**src/rtl/gravity_tick_gen.sv**
```systemverilog
// gravity_tick_gen
// Programmable tick generator for gravity, auto-repeat and UI blink timing.
// The tick period is BASE_PERIOD << rate_sel, saturated to the counter range.
// A soft-drop override can shorten the period. The block runs one-shot or
// periodic, and keeps a wrapping count of ticks.
//
// Ports
//   clock50M_i    system clock, rising edge
//   clear_i       synchronous active-high reset
//   enable_i      count enable; low pauses the countdown
//   start_i       (re)load the counter and enter RUN
//   stop_i        return to IDLE (wins over start_i)
//   one_shot_i    sampled on start_i: stop after the first tick
//   rate_sel_i    normal period select
//   fast_i        soft-drop override
//   tick_o        registered single-cycle tick pulse
//   busy_o        high while in RUN
//   tick_count_o  ticks since clear, wraps
//   period_o      current effective period (combinational)
//
// state | meaning
// IDLE  | counter held, no ticks
// RUN   | counting down, tick at terminal count then reload

module gravity_tick_gen #(
    parameter int CNT_W       = 32,
    parameter int BASE_PERIOD = 12500000,
    parameter int FAST_PERIOD = 2500000,
    parameter int SEL_W       = 3,
    parameter int TCNT_W      = 8
) (
    input  logic              clock50M_i,
    input  logic              clear_i,
    input  logic              enable_i,
    input  logic              start_i,
    input  logic              stop_i,
    input  logic              one_shot_i,
    input  logic [SEL_W-1:0]  rate_sel_i,
    input  logic              fast_i,
    output logic              tick_o,
    output logic              busy_o,
    output logic [TCNT_W-1:0] tick_count_o,
    output logic [CNT_W-1:0]  period_o
);

    typedef enum logic {S_IDLE, S_RUN} state_t;

    // Wide enough that the largest shift of a CNT_W-bit base cannot overflow.
    localparam int PW = CNT_W + (1 << SEL_W);

    localparam logic [PW-1:0]    FAST_WIDE = PW'(FAST_PERIOD);
    localparam logic [CNT_W-1:0] FAST_SAT  = (|FAST_WIDE[PW-1:CNT_W]) ?
                                             {CNT_W{1'b1}} : FAST_WIDE[CNT_W-1:0];

    state_t              state_q;
    logic [CNT_W-1:0]    count_q;
    logic                mode_os_q;
    logic                tick_q;
    logic [TCNT_W-1:0]   tick_cnt_q;
    logic                fast_q;

    logic [PW-1:0]       p_norm_wide;
    logic [CNT_W-1:0]    p_norm;
    logic [CNT_W-1:0]    period_w;
    logic [CNT_W-1:0]    load_d;
    logic                fast_rise;

    assign p_norm_wide = PW'(BASE_PERIOD) << rate_sel_i;
    assign p_norm      = (|p_norm_wide[PW-1:CNT_W]) ? {CNT_W{1'b1}}
                                                    : p_norm_wide[CNT_W-1:0];
    assign period_w    = (fast_i && (FAST_SAT < p_norm)) ? FAST_SAT : p_norm;
    // Both periods are at least 1, so this cannot underflow.
    assign load_d      = period_w - 1'b1;
    assign fast_rise   = fast_i && !fast_q;

    always_ff @(posedge clock50M_i) begin
        if (clear_i) begin
            state_q    <= S_IDLE;
            count_q    <= '0;
            mode_os_q  <= 1'b0;
            tick_q     <= 1'b0;
            tick_cnt_q <= '0;
            fast_q     <= 1'b0;
        end else begin
            fast_q <= fast_i;
            tick_q <= 1'b0;
            if (stop_i) begin
                state_q <= S_IDLE;
            end else if (start_i) begin
                state_q   <= S_RUN;
                count_q   <= load_d;
                mode_os_q <= one_shot_i;
            end else if (state_q == S_RUN) begin
                if (fast_rise) begin
                    // Soft-drop only shortens the period in flight.
                    if (load_d < count_q) begin
                        count_q <= load_d;
                    end
                end else if (enable_i) begin
                    if (count_q != '0) begin
                        count_q <= count_q - 1'b1;
                    end else begin
                        tick_q     <= 1'b1;
                        tick_cnt_q <= tick_cnt_q + 1'b1;
                        count_q    <= load_d;
                        if (mode_os_q) begin
                            state_q <= S_IDLE;
                        end
                    end
                end
            end
        end
    end

    assign tick_o       = tick_q;
    assign busy_o       = (state_q == S_RUN);
    assign tick_count_o = tick_cnt_q;
    assign period_o     = period_w;

endmodule

```
**config.mk**
```make
export PLATFORM = sky130hd
export DESIGN_NAME = gravity_tick_gen
export DESIGN_NICKNAME = d
export VERILOG_FILES = /design/src/rtl/gravity_tick_gen.sv
export SDC_FILE = /design/constraint.sdc
export NUM_CORES = 1
export LEC_CHECK = 0
export CAP_MARGIN = 40
export CORE_MARGIN = 3
export CORE_UTILIZATION = 50
export DETAILED_ROUTE_END_ITERATION = 16
export GPL_TIMING_DRIVEN = 0
export HOLD_SLACK_MARGIN = 0.02
export PLACE_DENSITY = 0.74
export SYNTH_ARGS = -nofsm -noshare
export SYNTH_HDL_FRONTEND = slang
export SYNTH_SLANG_ARGS = --single-unit
export TNS_END_PERCENT = 100
```
**constraint.sdc**
```tcl
create_clock -name clock50M_i -period 14.2 [get_ports clock50M_i]
set_input_delay 4.26 -clock clock50M_i [delete_from_list [all_inputs] [get_ports clock50M_i]]
set_output_delay 4.26 -clock clock50M_i [all_outputs]
set_load 0.03 [all_outputs]
```
# Word level (Yosys, flattened, before mapping)
# Index checks and enable logic that the tools add are counted.
[word_totals] regBits=44 input_bits=10 out_inout_bits=42 elab_cells=46
[classes] n_addsub=3 magnitude_cmp=2 eq_ne=1 shifts=1 muxes=15 bitwise_logic=6 reduce_logical=12
[ops] operator="32-bit two-way mux" count=8
[ops] operator="32-bit by 1-bit subtractor with 32-bit output, second input constant" count=2
[ops] operator="24-bit by 3-bit << shifter with 40-bit output, first input constant" count=1
[ops] operator="22-bit by 32-bit less-than comparator with 1-bit output, first input constant" count=1
[ops] operator="32-bit less-than comparator" count=1
[ops] operator="32-bit nonzero test" count=1
[ops] operator="8-bit by 1-bit adder with 8-bit output, second input constant" count=1
[ops] operator="8-bit OR reduction" count=1
[ops] operator="1-bit two-way mux" count=7
[ops] operator="1-bit NOT" count=6
[ops] operator="6-bit AND reduction" count=1
[ops] operator="6-bit OR reduction" count=1
[ops] operator="4-bit AND reduction" count=1
[ops] operator="3-bit by 2-bit != test with 1-bit output, second input constant" count=1
[ops] operator="3-bit nonzero test" count=1
[ops] operator="1-bit logical AND" count=2
[ops] operator="2-bit AND reduction" count=1
[ops] operator="2-bit nonzero test" count=1
[ops] operator="2-bit OR reduction" count=1
[ops] operator="1-bit zero test" count=1

# Longest topological paths before layout
[logic_depth] ltp_word=12 ltp_mapped=18 ltp_nobuf=17

# Worst setup path after synthesis
# No wires, ideal clock.
[synth_timing] path_type="input-to-output" start="in rate_sel_i[2]" end="out period_o[9]" arrival_time_ns=5.895 required_ns=9.940 path_slack_ns=4.045 path_stages=4 path_buffers=0 path_cell_list="clkinv_1 > nor2_1 > clkinv_1 > nor3_1"
[synth_via] elab_chain_cells=6
[synth_lines] element="start, declared" line="38" source="input logic [SEL_W-1:0] rate_sel_i,"
[synth_lines] element="24-bit by 3-bit << shifter with 40-bit output *" line="68" source="assign p_norm_wide = PW'(BASE_PERIOD) << rate_sel_i;"
[synth_lines] element="8-bit OR reduction" line="69" source="assign p_norm = (|p_norm_wide[PW-1:CNT_W]) ? {CNT_W{1'b1}}"
[synth_lines] element="32-bit two-way mux *" line="69"
[synth_lines] element="22-bit by 32-bit less-than comparator with 1-bit output" line="71" source="assign period_w = (fast_i && (FAST_SAT < p_norm)) ? FAST_SAT : p_norm;"
[synth_lines] element="1-bit logical AND" line="71"
[synth_lines] element="32-bit two-way mux *" line="71"
[synth_lines] element="end, declared" line="43" source="output logic [CNT_W-1:0] period_o"
# Mark *: on every way between the ends. The rest lies on a longest branch, timed or not.

# Worst setup path after layout
# Same ends and word-level chain as after synthesis.

==> impl_metrics.tcl <==
set metrics [dict create \
    status "complete, no violations" \
    clock-sinks 44 \
    antenna_cells 0 \
    holdBufCountCts 0 \
    layout-drive-gt1-share 0.0526 \
    post-place-ws_ps 2860 \
    place_hpwl_um 9460 \
    avgSynthCellArea_um2 7.26 \
    fin_tns_setup_ps 0 \
    cp_slowest_stage_delay_ps 760 \
    finalSetupViolCount 0 \
    ys_warn_count 0 \
    start_util 0.522 \
    io_buffers 42 \
    track_usage 0.294 \
    clock_tree.buffer_depth 2 \
    start_kind "input port" \
    h-tree-depth 2 \
    synth.area.top_cells "dfxtp_1, ha_1, a21oi_1, nor2_1, o21ai_0" \
    dr.pass1.iters 5 \
    grt_pass1_wl_um 19300 \
    cp_cell_sequence "clkdlybuf4s50_1 -> clkinv_1 -> nor2_1 -> clkinv_1 -> nor3_1 -> clkdlybuf4s50_1" \
    synth_ff_type "dfxtp_1" \
    fin_nets 591 \
    worstPathRequired_ps 9940 \
    ys_seq_elements 44 \
    overflow 0 \
    maxCapViolCount 0 \
    worstHoldPathType "flip-flop to flip-flop" \
    crit_fanout 9 \
    io_pins 52 \
    drc_errors 0 \
    async_reset_ff_frac 0 \
    end_kind "primary output" \
    worst_pin_slew_ps 753 \
    die_h_um 90.7 \
    final_util 0.619 \
    maxSlewHeadroom 0.494 \
    yosysSeqAreaShare 0.246 \
    hold_violations 0 \
    yosys.area.top_type "dfxtp_1" \
    hold_path_depth 1 \
    synth.distinct_cells 57 \
    core_um2 6870 \
    skew_ps 4.15 \
    nFillCells 667 \
    clk-insertion-delay-late_ps 300 \
    r2r_cells 12 \
    cts_resized 0 \
    cp_slowest_cell "clkdlybuf4s50_1" \
    first_global_vias 3626 \
    p_leak_uw 0.00162 \
    grt_max_degree 16 \
    fin_crit_ps 11430 \
    fp.dieW_um 90.7 \
    fmax_ghz 0.0875 \
    fin_crit_sh 0.805 \
    die_area_um2 8220 \
    tritoncts "built" \
    ir_drop_mv 0.0613 \
    path_class "input port to primary output" \
    cts_buffers 5 \
    clkSlewWorstSetupHoldPaths_ps 90 \
    fin_area_um2 4250 \
    wl_um 12200 \
    final_max_slew_viol_count 0 \
    wl_per_cell_um 18.9 \
    antenna_found_initial 0 \
    placedCellCount 639 \
    layout_setup_ws_ps 2770 \
    vias 3996 \
    gp_congestion 1.01 \
    fp-row-count 30 \
    cts-root-buf "clkbuf_8" \
    placed_area_um2 4160 \
    synth_cells 494 \
    crit_arrival_ps 7170 \
    ant_nets 0 \
    rsz0062_at_grt "no" \
    vias_per_cell 6.18 \
    p_per_area_nw_per_um2 87.4 \
    drt_iter0_drc 390 \
    cts_setup_buffers 0 \
    synth-edff-count 0 \
    instances_no_fill 647 \
    synth_area_um2 3590 \
    synth_top_area_share 0.246 \
    syn_to_final_growth_pct 18.5 \
]
final timing paths:
kind | slack, ps | from | end
max | 2770 | rate_sel_i[2] | period_o[9]
min | 480 | mode_os_q | busy_o
max reg2reg | 10790 | count_q[12] | count_q[19]
min reg2reg | 480 | mode_os_q | busy_o
area by class of cell:
cell class | instances | area, um2 | area share
clock inverter | 3 | 23.8 | 0.00559
inverter | 45 | 169 | 0.0398
multi-input combinational | 377 | 2400 | 0.565
tap | 96 | 120 | 0.0283
sequential | 44 | 881 | 0.207
clock buffer | 5 | 68.8 | 0.0162
timing repair buffer | 43 | 428 | 0.101
buffer | 34 | 158 | 0.0371
metal layers:
metal  vias up  share of wire  track usage
li1       1890              -            -
met1      1845           0.43        0.398
met2       225           0.44        0.473
met3        36          0.096       0.0567
met4         0          0.034       0.0918
met5         -              0            0
sequential cells by signal, indices dropped and copies added (netlist names):
register	cells
busy_o	1
count_q	32
tick_count_o	8
tick_o	1
mode_os_q	1
fast_q	1
report_power, final:
part | internal [uW] | total [uW] | switching [uW] | leakage (uW)
Sequential | 131 | 139 | 7.65 | 0.000359
Combinational | 52.5 | 150 | 97.4 | 0.00122
Clock | 34.9 | 82.8 | 47.9 | 0.0000404
Total | 218 | 371 | 153 | 0.00162
metrics by stage:
stage,total power (uW),hold slack [ps]
floorplan,243,427
global placement,284,453
detailed placement,287,470
CTS,368,486
global route,391,508
finish,371,479
cell usage after synthesis, types with 6 or more instances:
library cell / n
nor2_1: 54
a21oi_1: 52
dfxtp_1: 44
inv_1: 43
nand2_1: 38
o21ai_0: 34
ha_1: 31
clkbuf_1: 21
nor3_1: 21
nand3_1: 12
nand4_1: 11
xnor2_1: 11
o32ai_1: 8
buf_4: 7
a211oi_1: 6
nor4_1: 6
worst max-delay path: cells and delay by family:
kind | cells | cell delay (ps)
AND/OR/NAND/NOR | 2 | 870
buffers and inverters | 4 | 2020
cells in the final DEF, fill, tap and decap left out, types with 5 or more instances in the layout:
| cell | synthesis | routed |
|---|---|---|
| nand4_1 | 11 | 11 |
| ha_1 | 31 | 31 |
| o21ai_0 | 34 | 34 |
| xnor2_1 | 11 | 11 |
| conb_1 | 1 | 7 |
| dfxtp_1 | 44 | 44 |
| clkbuf_1 | 21 | 21 |
| buf_4 | 7 | 8 |
| nand2_1 | 38 | 38 |
| o32ai_1 | 8 | 8 |
| clkdlybuf4s50_1 | 0 | 42 |
| clkbuf_8 | 0 | 5 |
| nand3_1 | 12 | 12 |
| a211oi_1 | 6 | 6 |
| nor3_1 | 21 | 21 |
| inv_1 | 43 | 43 |
| nor2_1 | 54 | 54 |
| a21oi_1 | 52 | 52 |
| nor4_1 | 6 | 6 |
kinds of logic after synthesis:
| logic type | synth area share |
|---|---|
| AND/OR/NAND/NOR | 0.242 |
| AO/OA/AOI/OAI | 0.267 |
| buffers and inverters | 0.0911 |
| flip-flops | 0.246 |
| adder cells (fa/ha/maj) | 0.108 |
| XOR/XNOR | 0.0366 |
| multiplexers | 0.00837 |
| other | 0.00105 |
No activity file was read; power rests on OpenSTA's default activity.
